<file path="src/rtl/ring_ctrl_pkg.sv">
// ring_ctrl_pkg
// Shared definitions for the NetworkRing lock sequencer: the 3-bit state
// encoding reported on state_o and the default acquisition / tracking gains
// and weights.
// No ports (package).
package ring_ctrl_pkg;

    // State encoding, kept as plain constants so older code that compares
    // raw 3-bit values against state_o keeps working.
    localparam int STATE_WIDTH = 3;

    localparam logic [STATE_WIDTH-1:0] ST_IDLE    = 3'd0;
    localparam logic [STATE_WIDTH-1:0] ST_HOLD    = 3'd1;
    localparam logic [STATE_WIDTH-1:0] ST_ACQUIRE = 3'd2;
    localparam logic [STATE_WIDTH-1:0] ST_TRACK   = 3'd3;
    localparam logic [STATE_WIDTH-1:0] ST_FAIL    = 3'd4;

    // Wide-bandwidth gains used while pulling the node into lock.
    localparam logic [5:0] KP_ACQ_DEFAULT     = 6'b010010;
    localparam logic [7:0] KI_ACQ_DEFAULT     = 8'b00000100;

    // Narrow-bandwidth gains used once the node is locked.
    localparam logic [5:0] KP_TRK_DEFAULT     = 6'b001001;
    localparam logic [7:0] KI_TRK_DEFAULT     = 8'b00000001;

    // During acquisition only the left (reference) neighbour is weighted.
    localparam logic [3:0] WEIGHT_ACQ_DEFAULT = 4'd2;

endpackage

</file>
<file path="src/rtl/edge_sync.sv">
// edge_sync
// Brings an asynchronous clock-like signal into the clk_i domain through a
// 2-flop synchroniser and produces a one-cycle strobe on each rising edge.
// Ports:
//   clk_i   - destination clock
//   rst_ni  - asynchronous active-low reset, clears all flops
//   async_i - asynchronous input (e.g. a divided node clock)
//   rise_o  - one clk_i cycle pulse per rising edge of async_i
module edge_sync (
    input  logic clk_i,
    input  logic rst_ni,
    input  logic async_i,
    output logic rise_o
);

    logic sync1_q, sync1_d;
    logic sync2_q, sync2_d;
    logic prev_q, prev_d;

    always_comb begin
        sync1_d = async_i;
        sync2_d = sync1_q;
        prev_d  = sync2_q;
    end

    always_ff @(posedge clk_i or negedge rst_ni) begin
        if (!rst_ni) begin
            sync1_q <= 1'b0;
            sync2_q <= 1'b0;
            prev_q  <= 1'b0;
        end else begin
            sync1_q <= sync1_d;
            sync2_q <= sync2_d;
            prev_q  <= prev_d;
        end
    end

    // Decoded from flops only, so the strobe is glitch-free in clk_i.
    assign rise_o = sync2_q & ~prev_q;

endmodule

</file>
<file path="src/rtl/ring_lock_sequencer.sv">
// ring_lock_sequencer
// Brings one NetworkRing node out of reset, acquires lock with wide gains and
// only the reference neighbour weighted, then switches to tracking gains and
// the configured weights while watching for loss of lock.
// Ports:
//   fpga_clk_i            - system clock
//   reset_i               - asynchronous active-low reset
//   enable_i              - high requests lock, low returns to IDLE
//   gen_div8_i            - node divided clock (asynchronous), one sample per rise
//   error_i               - signed combined phase error from the node
//   weight_*_cfg_i        - neighbour weights applied while tracking
//   ring_reset_o          - active-high node reset
//   ring_enable_o         - ring oscillator enable
//   kp_o / ki_o           - node loop gains
//   weight_*_o            - node neighbour weights
//   locked_o / fail_o     - status flags (TRACK / FAIL)
//   state_o               - current state encoding
module ring_lock_sequencer
    import ring_ctrl_pkg::*;
#(
    parameter int PDET_WIDTH    = 5,
    parameter int KP_WIDTH      = 6,
    parameter int KI_WIDTH      = 8,
    parameter int WEIGHT_WIDTH  = 4,
    parameter int HOLD_CYCLES   = 64,
    parameter int LOCK_THRESH   = 2,
    parameter int LOCK_COUNT    = 16,
    parameter int UNLOCK_THRESH = 6,
    parameter int UNLOCK_COUNT  = 4,
    parameter int ACQ_TIMEOUT   = 1024,
    parameter logic [KP_WIDTH-1:0]     KP_ACQ     = KP_WIDTH'(KP_ACQ_DEFAULT),
    parameter logic [KI_WIDTH-1:0]     KI_ACQ     = KI_WIDTH'(KI_ACQ_DEFAULT),
    parameter logic [KP_WIDTH-1:0]     KP_TRK     = KP_WIDTH'(KP_TRK_DEFAULT),
    parameter logic [KI_WIDTH-1:0]     KI_TRK     = KI_WIDTH'(KI_TRK_DEFAULT),
    parameter logic [WEIGHT_WIDTH-1:0] WEIGHT_ACQ = WEIGHT_WIDTH'(WEIGHT_ACQ_DEFAULT)
) (
    input  logic                    fpga_clk_i,
    input  logic                    reset_i,
    input  logic                    enable_i,
    input  logic                    gen_div8_i,
    input  logic [PDET_WIDTH-1:0]   error_i,
    input  logic [WEIGHT_WIDTH-1:0] weight_left_cfg_i,
    input  logic [WEIGHT_WIDTH-1:0] weight_above_cfg_i,
    input  logic [WEIGHT_WIDTH-1:0] weight_right_cfg_i,
    input  logic [WEIGHT_WIDTH-1:0] weight_below_cfg_i,
    output logic                    ring_reset_o,
    output logic                    ring_enable_o,
    output logic [KP_WIDTH-1:0]     kp_o,
    output logic [KI_WIDTH-1:0]     ki_o,
    output logic [WEIGHT_WIDTH-1:0] weight_left_o,
    output logic [WEIGHT_WIDTH-1:0] weight_above_o,
    output logic [WEIGHT_WIDTH-1:0] weight_right_o,
    output logic [WEIGHT_WIDTH-1:0] weight_below_o,
    output logic                    locked_o,
    output logic                    fail_o,
    output logic [STATE_WIDTH-1:0]  state_o
);

    // Counters are sized so their terminal value is representable and they
    // can saturate there instead of wrapping.
    localparam int HOLD_W = $clog2(HOLD_CYCLES + 1);
    localparam int GOOD_W = $clog2(LOCK_COUNT + 1);
    localparam int BAD_W  = $clog2(UNLOCK_COUNT + 1);
    localparam int TMO_W  = $clog2(ACQ_TIMEOUT + 1);

    localparam logic [HOLD_W-1:0] HOLD_LAST = HOLD_W'(HOLD_CYCLES - 1);
    localparam logic [GOOD_W-1:0] GOOD_MAX  = GOOD_W'(LOCK_COUNT);
    localparam logic [BAD_W-1:0]  BAD_MAX   = BAD_W'(UNLOCK_COUNT);
    localparam logic [TMO_W-1:0]  TMO_MAX   = TMO_W'(ACQ_TIMEOUT);

    logic                   sample_stb;
    logic [PDET_WIDTH-1:0]  err_q, err_d;
    logic                   sample_valid_q, sample_valid_d;
    logic [PDET_WIDTH-1:0]  err_mag;
    logic                   is_good, is_bad;
    logic [STATE_WIDTH-1:0] state_q, state_d;
    logic [HOLD_W-1:0]      hold_cnt_q, hold_cnt_d;
    logic [GOOD_W-1:0]      good_cnt_q, good_cnt_d;
    logic [BAD_W-1:0]       bad_cnt_q, bad_cnt_d;
    logic [TMO_W-1:0]       tmo_cnt_q, tmo_cnt_d;

    edge_sync u_gen_sync (
        .clk_i   (fpga_clk_i),
        .rst_ni  (reset_i),
        .async_i (gen_div8_i),
        .rise_o  (sample_stb)
    );

    // Capture the error on the strobe; sample_valid marks the following cycle
    // as the one where the captured value is classified.
    always_comb begin
        err_d          = sample_stb ? error_i : err_q;
        sample_valid_d = sample_stb;
    end

    // Two's-complement magnitude kept at PDET_WIDTH bits: the most negative
    // code negates to itself, which read unsigned is exactly 2^(PDET_WIDTH-1).
    always_comb begin
        err_mag = err_q[PDET_WIDTH-1] ? (~err_q + PDET_WIDTH'(1)) : err_q;
        is_good = (err_mag <= PDET_WIDTH'(LOCK_THRESH));
        is_bad  = (err_mag >  PDET_WIDTH'(UNLOCK_THRESH));
    end

    // Next-state and counter logic. Each counter is only live in its own
    // state and reads as zero elsewhere, so every entry starts from a clean
    // count. Dropping enable_i overrides everything.
    always_comb begin
        state_d    = state_q;
        hold_cnt_d = '0;
        good_cnt_d = '0;
        bad_cnt_d  = '0;
        tmo_cnt_d  = '0;

        case (state_q)
            ST_IDLE: begin
                if (enable_i) state_d = ST_HOLD;
            end
            ST_HOLD: begin
                hold_cnt_d = hold_cnt_q + HOLD_W'(1);
                if (hold_cnt_q == HOLD_LAST) state_d = ST_ACQUIRE;
            end
            ST_ACQUIRE: begin
                good_cnt_d = good_cnt_q;
                tmo_cnt_d  = tmo_cnt_q;
                if (sample_valid_q) begin
                    if (!is_good)                    good_cnt_d = '0;
                    else if (good_cnt_q != GOOD_MAX) good_cnt_d = good_cnt_q + GOOD_W'(1);
                    if (tmo_cnt_q != TMO_MAX)        tmo_cnt_d  = tmo_cnt_q + TMO_W'(1);
                    // Lock beats timeout when both land on the same sample.
                    if (good_cnt_d == GOOD_MAX)      state_d = ST_TRACK;
                    else if (tmo_cnt_d == TMO_MAX)   state_d = ST_FAIL;
                end
            end
            ST_TRACK: begin
                bad_cnt_d = bad_cnt_q;
                if (sample_valid_q) begin
                    if (!is_bad)                   bad_cnt_d = '0;
                    else if (bad_cnt_q != BAD_MAX) bad_cnt_d = bad_cnt_q + BAD_W'(1);
                    if (bad_cnt_d == BAD_MAX)      state_d = ST_HOLD;
                end
            end
            ST_FAIL: begin
                state_d = ST_FAIL;
            end
            default: begin
                state_d = ST_IDLE;
            end
        endcase

        if (!enable_i) state_d = ST_IDLE;
    end

    always_ff @(posedge fpga_clk_i or negedge reset_i) begin
        if (!reset_i) begin
            state_q        <= ST_IDLE;
            err_q          <= '0;
            sample_valid_q <= 1'b0;
            hold_cnt_q     <= '0;
            good_cnt_q     <= '0;
            bad_cnt_q      <= '0;
            tmo_cnt_q      <= '0;
        end else begin
            state_q        <= state_d;
            err_q          <= err_d;
            sample_valid_q <= sample_valid_d;
            hold_cnt_q     <= hold_cnt_d;
            good_cnt_q     <= good_cnt_d;
            bad_cnt_q      <= bad_cnt_d;
            tmo_cnt_q      <= tmo_cnt_d;
        end
    end

    // Outputs decode the state register only; the tracking weights are the
    // single intended pass-through from inputs.
    always_comb begin
        ring_reset_o   = 1'b1;
        ring_enable_o  = 1'b0;
        kp_o           = '0;
        ki_o           = '0;
        weight_left_o  = '0;
        weight_above_o = '0;
        weight_right_o = '0;
        weight_below_o = '0;

        case (state_q)
            ST_HOLD: begin
                ring_enable_o = 1'b1;
                kp_o          = KP_ACQ;
                ki_o          = KI_ACQ;
                weight_left_o = WEIGHT_ACQ;
            end
            ST_ACQUIRE: begin
                ring_reset_o  = 1'b0;
                ring_enable_o = 1'b1;
                kp_o          = KP_ACQ;
                ki_o          = KI_ACQ;
                weight_left_o = WEIGHT_ACQ;
            end
            ST_TRACK: begin
                ring_reset_o   = 1'b0;
                ring_enable_o  = 1'b1;
                kp_o           = KP_TRK;
                ki_o           = KI_TRK;
                weight_left_o  = weight_left_cfg_i;
                weight_above_o = weight_above_cfg_i;
                weight_right_o = weight_right_cfg_i;
                weight_below_o = weight_below_cfg_i;
            end
            default: begin
            end
        endcase
    end

    assign locked_o = (state_q == ST_TRACK);
    assign fail_o   = (state_q == ST_FAIL);
    assign state_o  = state_q;

endmodule

</file>
<file path="config.mk">
export PLATFORM = sky130hd
export DESIGN_NAME = ring_lock_sequencer
export DESIGN_NICKNAME = d
export VERILOG_FILES = /design/src/rtl/ring_ctrl_pkg.sv /design/src/rtl/edge_sync.sv /design/src/rtl/ring_lock_sequencer.sv
export SDC_FILE = /design/constraint.sdc
export NUM_CORES = 1
export LEC_CHECK = 0
export ABC_AREA = 0
export CAP_MARGIN = 20
export CORE_MARGIN = 2
export CORE_UTILIZATION = 54
export CTS_CLUSTER_DIAMETER = 80
export DETAILED_ROUTE_END_ITERATION = 10
export HOLD_SLACK_MARGIN = 0.15
export PLACE_DENSITY = 0.93
export SLEW_MARGIN = 20
export SYNTH_ARGS = -nofsm -noshare
export SYNTH_HDL_FRONTEND = slang
export SYNTH_HIERARCHICAL = 1
export SYNTH_SLANG_ARGS = --single-unit
</file>
<file path="constraint.sdc">
create_clock -name fpga_clk_i -period 4.7 [get_ports fpga_clk_i]
set_input_delay 0.94 -clock fpga_clk_i [delete_from_list [all_inputs] [get_ports fpga_clk_i]]
set_output_delay 0.94 -clock fpga_clk_i [all_outputs]
set_load 0.02 [all_outputs]
</file>
# After elaboration in Yosys (flattened, before gate mapping)
# Cells that the tools add are included.
[op_classes]
reduce_logical = 5
eq_ne = 18
order_cmp = 2
mux = 35
n_addsub = 5
bitwise = 3
[ops]
columns = ["op", "n"]
rows = [
  ["two-way mux 11 bit", 5],
  ["two-way mux 3 bit", 13],
  ["two-way mux 5 bit", 7],
  ["one-hot mux 3 bit (5 select lines)", 1],
  ["two-way mux 4 bit", 3],
  ["adder 11 x 1 -> 11 bit (second input constant)", 1],
  ["== test 11 bit (second input constant)", 1],
  ["inequality test 11 bit (second input constant)", 1],
  ["adder 5 x 1 -> 5 bit (second input constant)", 2],
  ["one-hot mux 5 bit (2 select lines)", 1],
  ["inequality test 3 bit (second input constant)", 3],
  ["one-hot mux 4 bit (2 select lines)", 1],
  ["adder 7 x 1 -> 7 bit (second input constant)", 1],
  ["== test 7 x 6 -> 1 bit (second input constant)", 1],
  ["two-way mux 7 bit", 1],
  ["== test 3 x 2 -> 1 bit (second input constant)", 2],
  ["== test 3 bit (second input constant)", 2],
  ["inequality test 3 x 2 -> 1 bit (second input constant)", 2],
  ["one-hot mux 3 bit (2 select lines)", 1],
  ["== test 5 bit (second input constant)", 1],
  ["greater-than comparator 5 x 3 -> 1 bit (second input constant)", 1],
  ["less-or-equal comparator 5 x 2 -> 1 bit (second input constant)", 1],
  ["inequality test 5 bit (second input constant)", 1],
  ["inverter 5 bit", 1],
  ["12 further kinds", 14],
]
[totals]
out_inout_bits = 37
wordCells = 78
input_bits = 25
ff_bits = 38

# Depth between registers and ports, before layout
[depth]
word_depth = 12
mapped_depth = 8
ltp_nobuf = 8

# Cells and area by module
# The synthesis kept the hierarchy.
[by_module_without_submodules]
columns = ["module", "area_per_inst_um2", "n_inst", "cells_each"]
rows = [
  ["ring_lock_sequencer", 2478.6, 1, 288],
  ["edge_sync", 88.8, 1, 4],
]

# Least setup slack after synthesis
# OpenSTA, ideal clock, no wires.
[synth_timing]
kind = "register -> output"
from = "register state_q[1] (netlist: state_o[1])"
to = "output weight_above_o[0]"
setup_slack_ns = 1.986
stages_incl_launch_ff = 6
n_path_buf = 1
arrival_ns = 1.774
cell_sequence = "dfrtp_1 > nor2b_2 > nand2_1 > inv_1 > clkbuf_1 > and2_1"
[synth_between]
elab_chain_cells = 2
[synth_lines]
columns = ["item", "line_no", "source"]
rows = [
  ["start, declared", "ring_lock_sequencer.sv:76", "logic [STATE_WIDTH-1:0] state_q, state_d;"],
  ["start signal, assigned", "ring_lock_sequencer.sv:163", "state_q <= state_d;"],
  ["== test 3 x 2 -> 1 bit", "-", ""],
  ["net locked_o", "ring_lock_sequencer.sv:54", "output logic locked_o,"],
  ["two-way mux 4 bit", "ring_lock_sequencer.sv:185", "case (state_q)"],
  ["end, declared", "ring_lock_sequencer.sv:51", "output logic [WEIGHT_WIDTH-1:0] weight_above_o,"],
]
# The timed path passes the listed nets, and every way through them passes these cells.

# Final worst setup path
[layout_timing]
from = "register state_q[1] (netlist: state_o[1])"
to = "output weight_below_o[0]"
[layout_between]
elab_chain_cells = 2
[layout_lines]
columns = ["item", "line_no", "source"]
rows = [
  ["== test 3 x 2 -> 1 bit", "ring_lock_sequencer.sv:185", ""],
  ["two-way mux 4 bit", "ring_lock_sequencer.sv:185", ""],
  ["end, declared", "ring_lock_sequencer.sv:53", "output logic [WEIGHT_WIDTH-1:0] weight_below_o,"],
]
# Every way passes these cells.

==> run metrics <==
fmax 0.2948 GHz; CTS Root Buffer Type clkbuf_8; crit start category register; max-slew violation count 0; Starting Density 0.5509; cells on worst reg2reg path 8; Mapped Cells 292; clk_lat worst skew 0.29 ns; Yosys reg bits 38; drt drc 0; Fill cells 354; Worst Hold Class register to register; final worst path period need 3.392 ns; Total Neg Setup Slack 0 ns; Post-DP Area 0.003010 sq mm; final net count 366; Iteration-0 DRC Markers 170; first-pass GRT wire length 9045 um; DR WL met3 267 um; Area growth, synth to finish 20.32%; drt first pass iters 4; Layout Skew 0.002523 ns; Die X 72.96 um; Clock Sinks 38; vias in the first global route 2,036; CTS tree yes; Via density 5.649; ys async rst share 1.000; Maximum Capacitance Violations 0; sequential area share after synthesis 0.3704; actual slew at the worst max-slew pin 0.8338 ns; Synth Cell Area 0.002567 sq mm; max incr delay on CP 0.60 ns; DP Worst Slack 1.640 ns; post-route ant nets 0; final hold vios 0; Worst setup EP type output port; total gr overflow 0; critical path data arrival time 2.45 ns; CTS Buf Count 5; Crit Path Category register to output port; core area 0.004661 sq mm; largest net degree at the start of global routing 39; met2 wire length 2716 um; Vias 2,186; fin crit share 0.7217; register-to-register setup slack 2.33 ns; hold-fix buffer count after cts 0; worst vdd ir 0.2753 mV; Synth warnings 6; FF-to-FF Start bad_cnt_q[0]; Setup-failing EPs final 0; wire per inst 13.78 um; die area 0.005322 sq mm; share of cells above drive strength 1 0.05706; post-synthesis cell type count 56; clk slew on worst S/H paths 0.07 ns; Max FO, Critical Path 21; worst hold stages 0; Pleak 1.221 nW; cts repair resizes 0; I/O Buffers 53; Post-synth EDFFs 0; Max Root-Sink Buffers 2; fin area 0.003089 sq mm; hold_ws 0.3713 ns; Worst EP required 3.76 ns; Final Power 1.044 mW; Hold EP u_gen_sync/prev_d; io pins 62; row count 25; setup ws final 1.308 ns; cells along the critical path nor2b_2 > nand2_1 > inv_1 > and2_1 > clkdlybuf4s50_1; Max-slew headroom 0.4441; routability cong. 0.8672; Hold Startpoint u_gen_sync/sync1_q; DPL Wire Length 3947 um; htree depth 2; Mapped Avg Cell Area 8.793 sq um; Chip Height 72.96 um; CP max stage cell clkdlybuf4s50_1; antenna violations before repair 0; GRT Total Usage 0.2176; RSZ-0062 raised after global routing no; Ant. Diodes 0; status completed; PD cells 337.9 mW/mm^2; WL final 5332 um; Met1 Wirelength 2282 um; top layer in use met4; post-CTS setup buffers 0; FF-to-FF End state_o[0]; dominant synthesized flop cell dfrtp_1
[kinds of logic after synthesis]
kind of cell / after synthesis / synth area share
AO/OA/AOI/OAI: 60 / 0.1598
XOR/XNOR: 17 / 0.05799
adder cells (fa/ha/maj): 8 / 0.03899
buffers and inverters: 44 / 0.09503
flip-flops: 38 / 0.3704
multiplexers: 4 / 0.01706
other: 1 / 0.001461
AND/OR/NAND/NOR: 120 / 0.2593
[synthesized netlist by cell type (5+ instances only)]
master     n  area share
ha_1       8       0.039
clkbuf_1   7       0.010
dfrtp_1   38        0.37
inv_1     16       0.023
xnor2_1   13       0.044
nor2_1    23       0.034
or3_1      5       0.012
nand2_1   24       0.035
nand3_1   18       0.035
o21ai_0   11       0.021
nor2b_1    5       0.012
a21oi_1   16       0.031
nor3_1     6       0.012
buf_4     17       0.050
and2_1    17       0.041
[final cells by class]
class | count | area [sq um] | area share
multi-input combinational | 217 | 1399 | 0.4528
tap | 54 | 67.56 | 0.02187
timing repair buffer | 53 | 525.5 | 0.1701
inverter | 18 | 67.56 | 0.02187
clock inverter | 2 | 10.01 | 0.003240
clock buffer | 5 | 68.82 | 0.02228
sequential | 38 | 950.9 | 0.3078
[worst max-delay path by stage]
stage,start,to,depth (start not counted)
after global placement,weight_right_cfg_i[0],weight_right_o[0],3
after detailed placement,weight_above_cfg_i[2],weight_above_o[2],3
final,state_o[1],weight_below_o[0],5
after global routing,state_o[1],weight_left_o[0],5
after floorplan,state_o[1],weight_above_o[0],5
after CTS,state_o[1],weight_left_o[2],5
[routing by layer]
layer	vias to the layer above	global-route usage
met5	-	0
met4	0	0.08642
met3	6	0.04696
met2	63	0.3566
met1	1038	0.2817
li1	1079	-
[power by group]
part | switching [mW] | internal, mW | leakage (nW)
sequential | 0.0391 | 0.352 | 0.509
combinational | 0.236 | 0.204 | 0.668
clock | 0.113 | 0.0995 | 0.0438
[cell usage in the layout, fill, tap and decap left out, types with 3 or more instances in the layout]
| master | count |
|---|---|
| clkdlybuf4s50_1 | 52 |
| dfrtp_1 | 38 |
| nand2_1 | 24 |
| nor2_1 | 23 |
| nand3_1 | 18 |
| and2_1 | 17 |
| inv_1 | 16 |
| a21oi_1 | 16 |
| xnor2_1 | 13 |
| o21ai_0 | 11 |
| ha_1 | 8 |
| conb_1 | 8 |
| nor3_1 | 6 |
| or3_1 | 5 |
| nor2b_1 | 5 |
| clkbuf_8 | 5 |
| xor2_1 | 4 |
| a22o_1 | 4 |
| a31oi_1 | 4 |
| o21ai_1 | 3 |
| or4_1 | 3 |
| mux2_2 | 3 |
| a311oi_1 | 3 |
[worst max-delay path: cells and delay by family (launching register included)]
family                 cells  cell delay (ns)
buffers and inverters      2             1.01
flip-flops                 1             0.48
AND/OR/NAND/NOR            3             0.67
[registers in the layout, indices dropped and copies added (netlist names)]
register,cells
err_q,5
tmo_cnt_q,11
sample_valid_q,1
good_cnt_q,5
u_gen_sync/prev_q,1
hold_cnt_q,7
state_o,3
bad_cnt_q,3
u_gen_sync/sync1_q,1
u_gen_sync/prev_d,1
[per-stage QoR]
| step | util | cells |
|---|---|---|
| 2_1_floorplan | - | 299 |
| 3_3_place_gp | 0.6459 | 380 |
| 3_5_place_dp | 0.6459 | 380 |
| 4_1_cts | 0.6628 | 387 |
| 5_1_grt | 0.6628 | 387 |
| 6_report | 0.6628 | 387 |
Note: power is estimated with default switching activity, not from simulation.
